**src/rtl/serial_seq_det.sv**
```systemverilog
// rtl/serial_seq_det.sv - bit-serial PATTERN detector with saturating match counter
// Define SEQ_DET_OVERLAP_EN to keep history after a match so overlapping occurrences are detected.
module serial_seq_det #(
   parameter int                 PAT_LEN = 4,
   parameter logic [PAT_LEN-1:0] PATTERN = 4'b1011,
   parameter int                 CNT_W   = 4
) (
   input  logic             clk,
   input  logic             rst,
   input  logic             din,
   input  logic             din_valid,
   input  logic             clr,
   output logic             match,
   output logic [CNT_W-1:0] match_cnt,
   output logic [4:0]       fill_lvl
);

   typedef enum logic [1:0] {
      ST_EMPTY,
      ST_FILLING,
      ST_ARMED
   } state_t;

   logic [PAT_LEN-1:0] shift_q, shift_d, shift_nx;
   logic [4:0]         fill_q, fill_d, fill_nx;
   logic [CNT_W-1:0]   cnt_q, cnt_d;
   logic               match_q, match_d;
   logic               hit;
   state_t             state;

   always_ff @(posedge clk) begin
      if (!rst) begin
         shift_q <= '0;
         fill_q  <= '0;
         cnt_q   <= '0;
         match_q <= 1'b0;
      end else begin
         shift_q <= shift_d;
         fill_q  <= fill_d;
         cnt_q   <= cnt_d;
         match_q <= match_d;
      end
   end

   // fill level is the FSM state; the enum names its three regions
   always_comb begin
      state = ST_FILLING;
      if (fill_q == 5'd0)
         state = ST_EMPTY;
      else if (fill_q == 5'(PAT_LEN))
         state = ST_ARMED;
   end

   always_comb begin
      shift_d  = shift_q;
      fill_d   = fill_q;
      cnt_d    = cnt_q;
      match_d  = 1'b0;
      shift_nx = {shift_q[PAT_LEN-2:0], din};
      fill_nx  = fill_q;
      hit      = 1'b0;

      case (state)
         ST_EMPTY, ST_FILLING: fill_nx = fill_q + 5'd1;
         default:              fill_nx = fill_q;
      endcase

      if (clr) begin
         shift_d = '0;
         fill_d  = '0;
         cnt_d   = '0;
      end else if (din_valid) begin
         // compare on next-state values so the pulse follows the completing edge
         hit     = (fill_nx == 5'(PAT_LEN)) && (shift_nx == PATTERN);
         shift_d = shift_nx;
         fill_d  = fill_nx;
         if (hit) begin
            match_d = 1'b1;
            if (cnt_q != {CNT_W{1'b1}})
               cnt_d = cnt_q + 1'b1;
`ifdef SEQ_DET_OVERLAP_EN
            shift_d = shift_nx;
            fill_d  = fill_nx;
`else
            shift_d = '0;
            fill_d  = '0;
`endif
         end
      end
   end

   assign match     = match_q;
   assign match_cnt = cnt_q;
   assign fill_lvl  = fill_q;

endmodule
```
**config.mk**
```make
export PLATFORM = sky130hd
export DESIGN_NAME = serial_seq_det
export DESIGN_NICKNAME = d
export VERILOG_FILES = /design/src/rtl/serial_seq_det.sv
export SDC_FILE = /design/constraint.sdc
export NUM_CORES = 1
export LEC_CHECK = 0
export BUFFER_PORTS_ARGS = -buffer_cell sky130_fd_sc_hd__buf_2
export CORE_MARGIN = 2
export CORE_UTILIZATION = 51
export CTS_CLUSTER_DIAMETER = 30
export DETAILED_ROUTE_END_ITERATION = 16
export HOLD_SLACK_MARGIN = 0.02
export PLACE_DENSITY = 0.75
export SLEW_MARGIN = 20
export SYNTH_ARGS = -nofsm -noshare
export SYNTH_HDL_FRONTEND = slang
export SYNTH_SLANG_ARGS = --single-unit
export TNS_END_PERCENT = 5
```
**constraint.sdc**
```tcl
create_clock -name clk -period 1.9 [get_ports clk]
set_input_delay 0.285 -clock clk [delete_from_list [all_inputs] [get_ports clk]]
set_output_delay 0.285 -clock clk [all_outputs]
set_load 0.01 [all_outputs]
```
==> flow_metrics.env, run 1 <==
export IMPL_worst_path_max_fanout=4
export IMPL_worst_slew_margin_relative_to_its_limit_pct=69.39
export IMPL_cts_hold_fix_buffers=0
export IMPL_synth_cells=79
export IMPL_drt_first_pass_iters=5
export IMPL_netlist_area_leader_share_pct=35.56
export IMPL_cts_root_buf="sky130_fd_sc_hd__clkbuf_4"
export IMPL_end_kind="flop"
export IMPL_coreArea_um2=1318
export IMPL_setup_total_negative_slack_ns=0
export IMPL_final_hold_violation_count=0
export IMPL_finalClockSkew_ns=0.002625
export IMPL_timing_fmax_ghz=0.5588
export IMPL_die_h_um=41.89
export IMPL_critPathLaunchType="flop"
export IMPL_fp_dieArea_um2=1754
export IMPL_finish_utilization_pct=67.14
export IMPL_antenna_violating_nets_post_route=0
export IMPL_hold_slack_final_ns=0.3390
export IMPL_row_count=13
export IMPL_ys_flop_type="sky130_fd_sc_hd__dfxtp_1"
export IMPL_path_clk_slew_ns=0.08
export IMPL_fillCellCount=111
export IMPL_post_route_min_period_ns=1.790
export IMPL_initial_core_utilization_pct=55.56
export IMPL_max_vdd_ir_drop_mv=0.4443
export IMPL_cp_arrival_ns=1.95
export IMPL_power_density_cell_area_nw_per_um2=563.5
export IMPL_port_buffer_count=14
export IMPL_place_gp_congestion=0.8603
export IMPL_initialDrtViolationCount=5
export IMPL_crit_path_max_cell_delay_ns=0.38
export IMPL_synth_yosys_warnings=0
export IMPL_critical_path_cell_by_cell="inv_2 > ha_1 > nor3b_4 > o311ai_2 > buf_4 > nand4_1 > mux2i_1"
export IMPL_maxSlewViolCount=0
export IMPL_outcome="finished clean"
export IMPL_setup_viol_count_final=0
export IMPL_pleak_nw=0.3773
export IMPL_cts_htree_levels=1
export IMPL_nets=107
export IMPL_ctsLongestPathBuffers=2
export IMPL_wire_per_inst_um=12.87
export IMPL_grt_pass1_wl_um=2380
export IMPL_criticalPathCategory="reg -> reg"
export IMPL_multi_input_comb_area_um2=464.2
export IMPL_routed_via_density=5.655
export IMPL_worst_path_buf_inv=2
export IMPL_dp_hpwl_um=1081
export IMPL_post_synth_cell_area_avg_um2=9.265
export IMPL_vias=639
export IMPL_post_synth_top_area_cell="sky130_fd_sc_hd__dfxtp_1"
export IMPL_critPathSlowestCell="sky130_fd_sc_hd__dfxtp_1"
export IMPL_clock_sinks=13
export IMPL_drt_drc_violations_left=0
export IMPL_cts_buffers_inserted=3
export IMPL_seq_area_frac_synth_pct=35.56
export IMPL_timing_worst_slew_pin_value_ns=0.4591
export IMPL_yosys_cell_types_count=30
export IMPL_count_of_flip_flops_with_a_built_in_enable_after_synthesis=0
export IMPL_critical_path_top_delay_family="flip-flops"
export IMPL_regToRegStartpoint="fill_lvl[0]"
export IMPL_synth_area_leaders="sky130_fd_sc_hd__dfxtp_1 (36%), sky130_fd_sc_hd__mux2i_1 (6.8%), sky130_fd_sc_hd__ha_1 (5.1%)"
export IMPL_floorplan_die_width_um=41.89
export IMPL_groute_usage_overall_pct=17.49
export IMPL_num_io_pins=15
export IMPL_clk_latency_ns=0.27
export IMPL_synth_fp_nets=87
export IMPL_grt_max_degree=13
export IMPL_area_growth_synth_to_final_pct=20.85
export IMPL_min_from="clr"
export IMPL_max_cap_viol_count=0
export IMPL_syn_cell_area_um2=732.0
export IMPL_layout_drive_gt1_share_pct=32.65
export IMPL_postCtsSetupRepairBufs=0
export IMPL_hold_path_class="in -> reg"
export IMPL_layout_worst_path_cycle_share_pct=94.19
export IMPL_tritoncts="built"
export IMPL_regArea_um2=260.3
export IMPL_timing_critical_path_from="fill_lvl[0]"
export IMPL_number_of_global_route_vias_before_repair=610
export IMPL_synth_async_sr_flop_share_pct=0
export IMPL_overflow=0
export IMPL_drt_wl_total_um=1454
export IMPL_antenna_violations_before_repair=0
export IMPL_ys_seq_elements=13
export IMPL_cp_data_required_time_ns=2.06
export IMPL_diodes=0
-- Yosys cell counts, types with 2 or more instances --
master and number:
sky130_fd_sc_hd__a211oi_1 3, sky130_fd_sc_hd__nand4_1 3, sky130_fd_sc_hd__a41oi_1 2, sky130_fd_sc_hd__nor2_1 7, sky130_fd_sc_hd__inv_1 2, sky130_fd_sc_hd__a21oi_1 2
sky130_fd_sc_hd__dfxtp_1 13, sky130_fd_sc_hd__nand3_1 5, sky130_fd_sc_hd__nor2b_1 3, sky130_fd_sc_hd__mux2i_1 5, sky130_fd_sc_hd__clkbuf_1 2, sky130_fd_sc_hd__ha_1 3
sky130_fd_sc_hd__xnor2_1 2, sky130_fd_sc_hd__nand2_1 7, sky130_fd_sc_hd__nand2b_1 2, sky130_fd_sc_hd__and3_1 2, sky130_fd_sc_hd__nor3_1 3
-- layer usage --
| metal | up-vias | track usage, % | share of wire, % |
|---|---|---|---|
| li1 | 328 | - | - |
| met1 | 301 | 18.18 | 44 |
| met2 | 8 | 32.19 | 53 |
| met3 | 2 | 3.913 | 2.0 |
| met4 | 0 | 9.032 | 0.96 |
| met5 | - | 0 | 0 |
-- worst paths after layout --
check | to | slack, ns | cells after the start
worst min register to register | match_cnt[1] | 0.50 | 2
worst max-delay path | match_cnt[0] | 0.11 | 7
worst max register to register | match_cnt[0] | 0.11 | 7
worst min-delay path | match_cnt[1] | 0.34 | 4
-- flip-flops by register name, indices dropped and copies added (netlist names) --
register and count:
shift_q 3, fill_lvl 5, match 1, match_cnt 4
-- power by group --
| group | internal (mW) | switching, mW | total (mW) | leakage (nW) |
|---|---|---|---|---|
| logic | 0.0244 | 0.0308 | 0.0552 | 0.257 |
| clock network | 0.0811 | 0.0820 | 0.163 | 0.0150 |
| registers | 0.276 | 0.00426 | 0.280 | 0.105 |
| total | 0.381 | 0.117 | 0.498 | 0.377 |
-- final cells by class --
class,instances,area share [%]
Sequential cell,13,29.42
Timing Repair Buffer,19,12.16
Clock buffer,4,2.970
Multi-Input combinational cell,60,52.48
Inverter,2,0.8487
Tap cell,15,2.122
-- stage by stage --
step / setup WS [ns] / cell area [µm²] / total power [mW] / instances
final: 0.1104 / 884.6 / 0.4984 / 113
after global routing: -0.004351 / 884.6 / 0.5274 / 113
after CTS: 0.04177 / 859.6 / 0.4990 / 113
after detailed placement: 0.009742 / 832.0 / 0.3366 / 109
after global placement: 0.04250 / 832.0 / 0.3349 / 109
after floorplan: 0.06054 / 732.0 / 0.3205 / 79
-- cell usage in the layout (no fill, tap or decap), types with 2 or more instances in the layout --
master	instances
sky130_fd_sc_hd__nor2b_1	3
sky130_fd_sc_hd__buf_4	5
sky130_fd_sc_hd__a21oi_1	2
sky130_fd_sc_hd__buf_2	14
sky130_fd_sc_hd__nand2_1	7
sky130_fd_sc_hd__a211oi_1	3
sky130_fd_sc_hd__nor3_1	3
sky130_fd_sc_hd__nand3_1	4
sky130_fd_sc_hd__dfxtp_1	13
sky130_fd_sc_hd__nand4_1	3
sky130_fd_sc_hd__nand2b_1	2
sky130_fd_sc_hd__xnor2_1	2
sky130_fd_sc_hd__clkbuf_4	3
sky130_fd_sc_hd__a41oi_1	2
sky130_fd_sc_hd__mux2i_1	5
sky130_fd_sc_hd__ha_1	3
sky130_fd_sc_hd__nor2_1	7
-- kinds of logic (layout without fill, tap and decap cells) --
group	count (synthesis)	in the layout	synth area share (%)
DFF	13	13	35.56
buffers and inverters	6	25	4.616
xor gates and xnor gates	3	3	3.590
and+or+nand+nor	39	39	32.65
adders and majority gates	3	3	5.129
muxes	6	6	8.718
AOI/OAI and AO/OA	9	9	9.744
-- what timing repair did --
item / CTS / global route
endpoints found under the hold margin: 0 / 0
setup endpoints to repair: 5 / 8
gates resized for setup: 1 / 5
pin swaps: 0 / 1
-- tightest hold or removal path: cells and delay by family --
kind / cells / cell delay, ns
muxes: 1 / 0.05
buffers and inverters: 1 / 0.08
and+or+nand+nor: 2 / 0.14
(Power assumes the default switching activity.)
==> inputs of run 2 (changes only) <==
Settings changed: BUFFER_PORTS_ARGS -buffer_cell sky130_fd_sc_hd__buf_2 to -buffer_cell sky130_fd_sc_hd__buf_4, CTS_BUF_LIST set to sky130_fd_sc_hd__clkbuf_16.
==> run 2 against run 1 <==
Effect of this change:
- non-clock buffer count grew 1
- power grew 46%
- critical path depth is the same
- clock power grew 140%
- sequential power is essentially flat
- global-route usage grew 1.0 points
- combinational power grew 4.7%
- largest cell class unchanged
==> flow_metrics.env, run 2 (synthesis gave the netlist of run 1 again) <==
export IMPL_dp_hpwl_um=1074
export IMPL_critical_path_top_delay_family="compound AO/OA/AOI/OAI gates"
export IMPL_max_vdd_ir_drop_mv=0.5604
export IMPL_ctsLongestPathBuffers=2
export IMPL_mostFrequentLayoutCell="sky130_fd_sc_hd__buf_4"
export IMPL_wire_per_inst_um=13.51
export IMPL_layout_worst_path_cycle_share_pct=93.95
export IMPL_preCtsSetupSlack_ns=-0.02394
export IMPL_end_of_the_worst_register_to_register_path="match_cnt[3]"
export IMPL_layout_drive_gt1_share_pct=32.32
export IMPL_regToRegStartpoint="fill_lvl[0]"
export IMPL_tritoncts="built"
export IMPL_floorplan_die_width_um=41.89
export IMPL_unrepaired_setup_endpoints_after_global_routing="false"
export IMPL_multi_input_comb_area_um2=464.2
export IMPL_hold_path_class="in -> reg"
export IMPL_coreArea_um2=1318
export IMPL_worst_slew_margin_relative_to_its_limit_pct=67.23
export IMPL_rrSetupSlack_ns=0.11
export IMPL_grt_pass1_wl_um=2484
export IMPL_antenna_violating_nets_post_route=0
export IMPL_clk_latency_ns=0.24
export IMPL_overflow=0
export IMPL_worstHoldEndpoint="fill_lvl[3]"
export IMPL_largest_register_ff_count=5
export IMPL_power_density_cell_area_nw_per_um2=742.6
export IMPL_critical_path_cell_by_cell="inv_1 > ha_1 > nor3b_4 > o311ai_2 > buf_4 > a41oi_1 > a211oi_1"
export IMPL_cts_hold_fix_buffers=0
export IMPL_clock_sinks=13
export IMPL_regArea_um2=260.3
export IMPL_timing_fmax_ghz=0.5602
export IMPL_worst_path_buf_inv=2
export IMPL_fp_dieArea_um2=1754
export IMPL_crit_path_max_cell_delay_ns=0.34
export IMPL_worst_path_max_fanout=4
export IMPL_min_from="din_valid"
export IMPL_cts_root_buf="sky130_fd_sc_hd__clkbuf_16"
export IMPL_post_route_worst_setup_slack_ns=0.1149
export IMPL_die_h_um=41.89
export IMPL_timing_worst_slew_pin_value_ns=0.4915
export IMPL_fillCellCount=91
export IMPL_cp_arrival_ns=1.93
export IMPL_setup_viol_count_final=0
export IMPL_vias=648
export IMPL_critPathSlowestCell="sky130_fd_sc_hd__dfxtp_1"
export IMPL_number_of_cells_on_the_worst_hold_path=2
export IMPL_cp_data_required_time_ns=2.05
export IMPL_area_growth_synth_to_final_pct=33.85
export IMPL_drt_drc_violations_left=0
export IMPL_finalClockSkew_ns=0.001548
export IMPL_critPathLaunchType="flop"
export IMPL_pleak_nw=0.4134
export IMPL_worst_r2r_path_depth=7
export IMPL_groute_usage_overall_pct=18.54
export IMPL_grt_max_degree=13
export IMPL_timing_critical_path_from="fill_lvl[0]"
export IMPL_place_gp_congestion=0.8510
export IMPL_cts_buffers_inserted=3
export IMPL_post_route_min_period_ns=1.785
export IMPL_outcome="finished clean"
export IMPL_path_clk_slew_ns=0.04
export IMPL_port_buffer_count=14
export IMPL_max_cap_viol_count=0
export IMPL_power_uw=727.5
export IMPL_criticalPathCategory="reg -> reg"
export IMPL_maxSlewViolCount=0
export IMPL_nets=108
export IMPL_diodes=0
export IMPL_initialDrtViolationCount=1
export IMPL_end_kind="flop"
export IMPL_cts_htree_levels=1
export IMPL_initial_core_utilization_pct=55.56
export IMPL_drt_first_pass_iters=4
export IMPL_setup_total_negative_slack_ns=0
export IMPL_number_of_global_route_vias_before_repair=589
export IMPL_routed_via_density=5.684
export IMPL_layout_common_cells="sky130_fd_sc_hd__buf_4 (20), sky130_fd_sc_hd__dfxtp_1 (13), sky130_fd_sc_hd__nor2_1 (7), sky130_fd_sc_hd__nand2_1 (7)"
export IMPL_drt_wl_total_um=1540
export IMPL_antenna_violations_before_repair=0
export IMPL_final_hold_violation_count=0
export IMPL_num_io_pins=15
export IMPL_row_count=13
[run 2: power breakdown]
group | leakage, nW | switching (mW) | internal (mW) | total (mW)
Combinational | 0.266 | 0.0299 | 0.0279 | 0.0578
Sequential | 0.105 | 0.00405 | 0.277 | 0.281
Clock | 0.0423 | 0.111 | 0.277 | 0.388
[run 2: worst reg2reg max path: cells and delay by family (launching register included)]
| kind | cells | cell delay, ns |
|---|---|---|
| compound gates | 3 | 0.70 |
| buf+inv | 2 | 0.27 |
| simple gates | 1 | 0.17 |
| fa+ha+maj | 1 | 0.21 |
| flops | 1 | 0.34 |
[run 2: cell type report]
cell class	instances	share of cell area [%]
Timing Repair Buffer	20	15.33
Sequential cell	13	26.56
Clock buffer	3	7.663
Multi-Input combinational cell	60	47.38
Clock inverter	1	0.3831
Tap cell	15	1.916
Inverter	2	0.7663
[run 2: worst max path at each step]
stage	slack (ns)	endpoint	cells after the start
after global placement	0.04	match_cnt[3]	7
after global routing	0.01	match_cnt[3]	7
final	0.11	match_cnt[3]	7
after detailed placement	-0.02	match_cnt[3]	7
after floorplan	0.06	match_cnt[3]	7
after CTS	0.02	match_cnt[3]	7
[run 2: stage by stage]
step	hold WS (ns)	instance area [µm²]	util (%)	cells
5_1_grt	0.3659	979.7	74.36	114
3_5_place_dp	0.4930	867.1	65.81	109
4_1_cts	0.3493	947.2	71.89	113
2_1_floorplan	0.4610	732.0	-	79
6_report	0.3502	979.7	74.36	114
3_3_place_gp	0.4725	867.1	65.81	109
[run 2: what timing repair did]
item                       CTS  global route
setup endpoints to repair    6             8
gates cloned                 0             0
resized for setup            1             4
pin swaps                    0             1
hold endpoints to repair     0             0
setup buffers                0             1
[run 2: layer usage]
metal  track usage [%]  vias to the layer above  wire [µm]
li1                  -                      325          -
met3             6.087                        2         55
met2             32.19                       14        792
met1             21.02                      307        676
met5                 0                        -          0
met4             6.452                        0         16
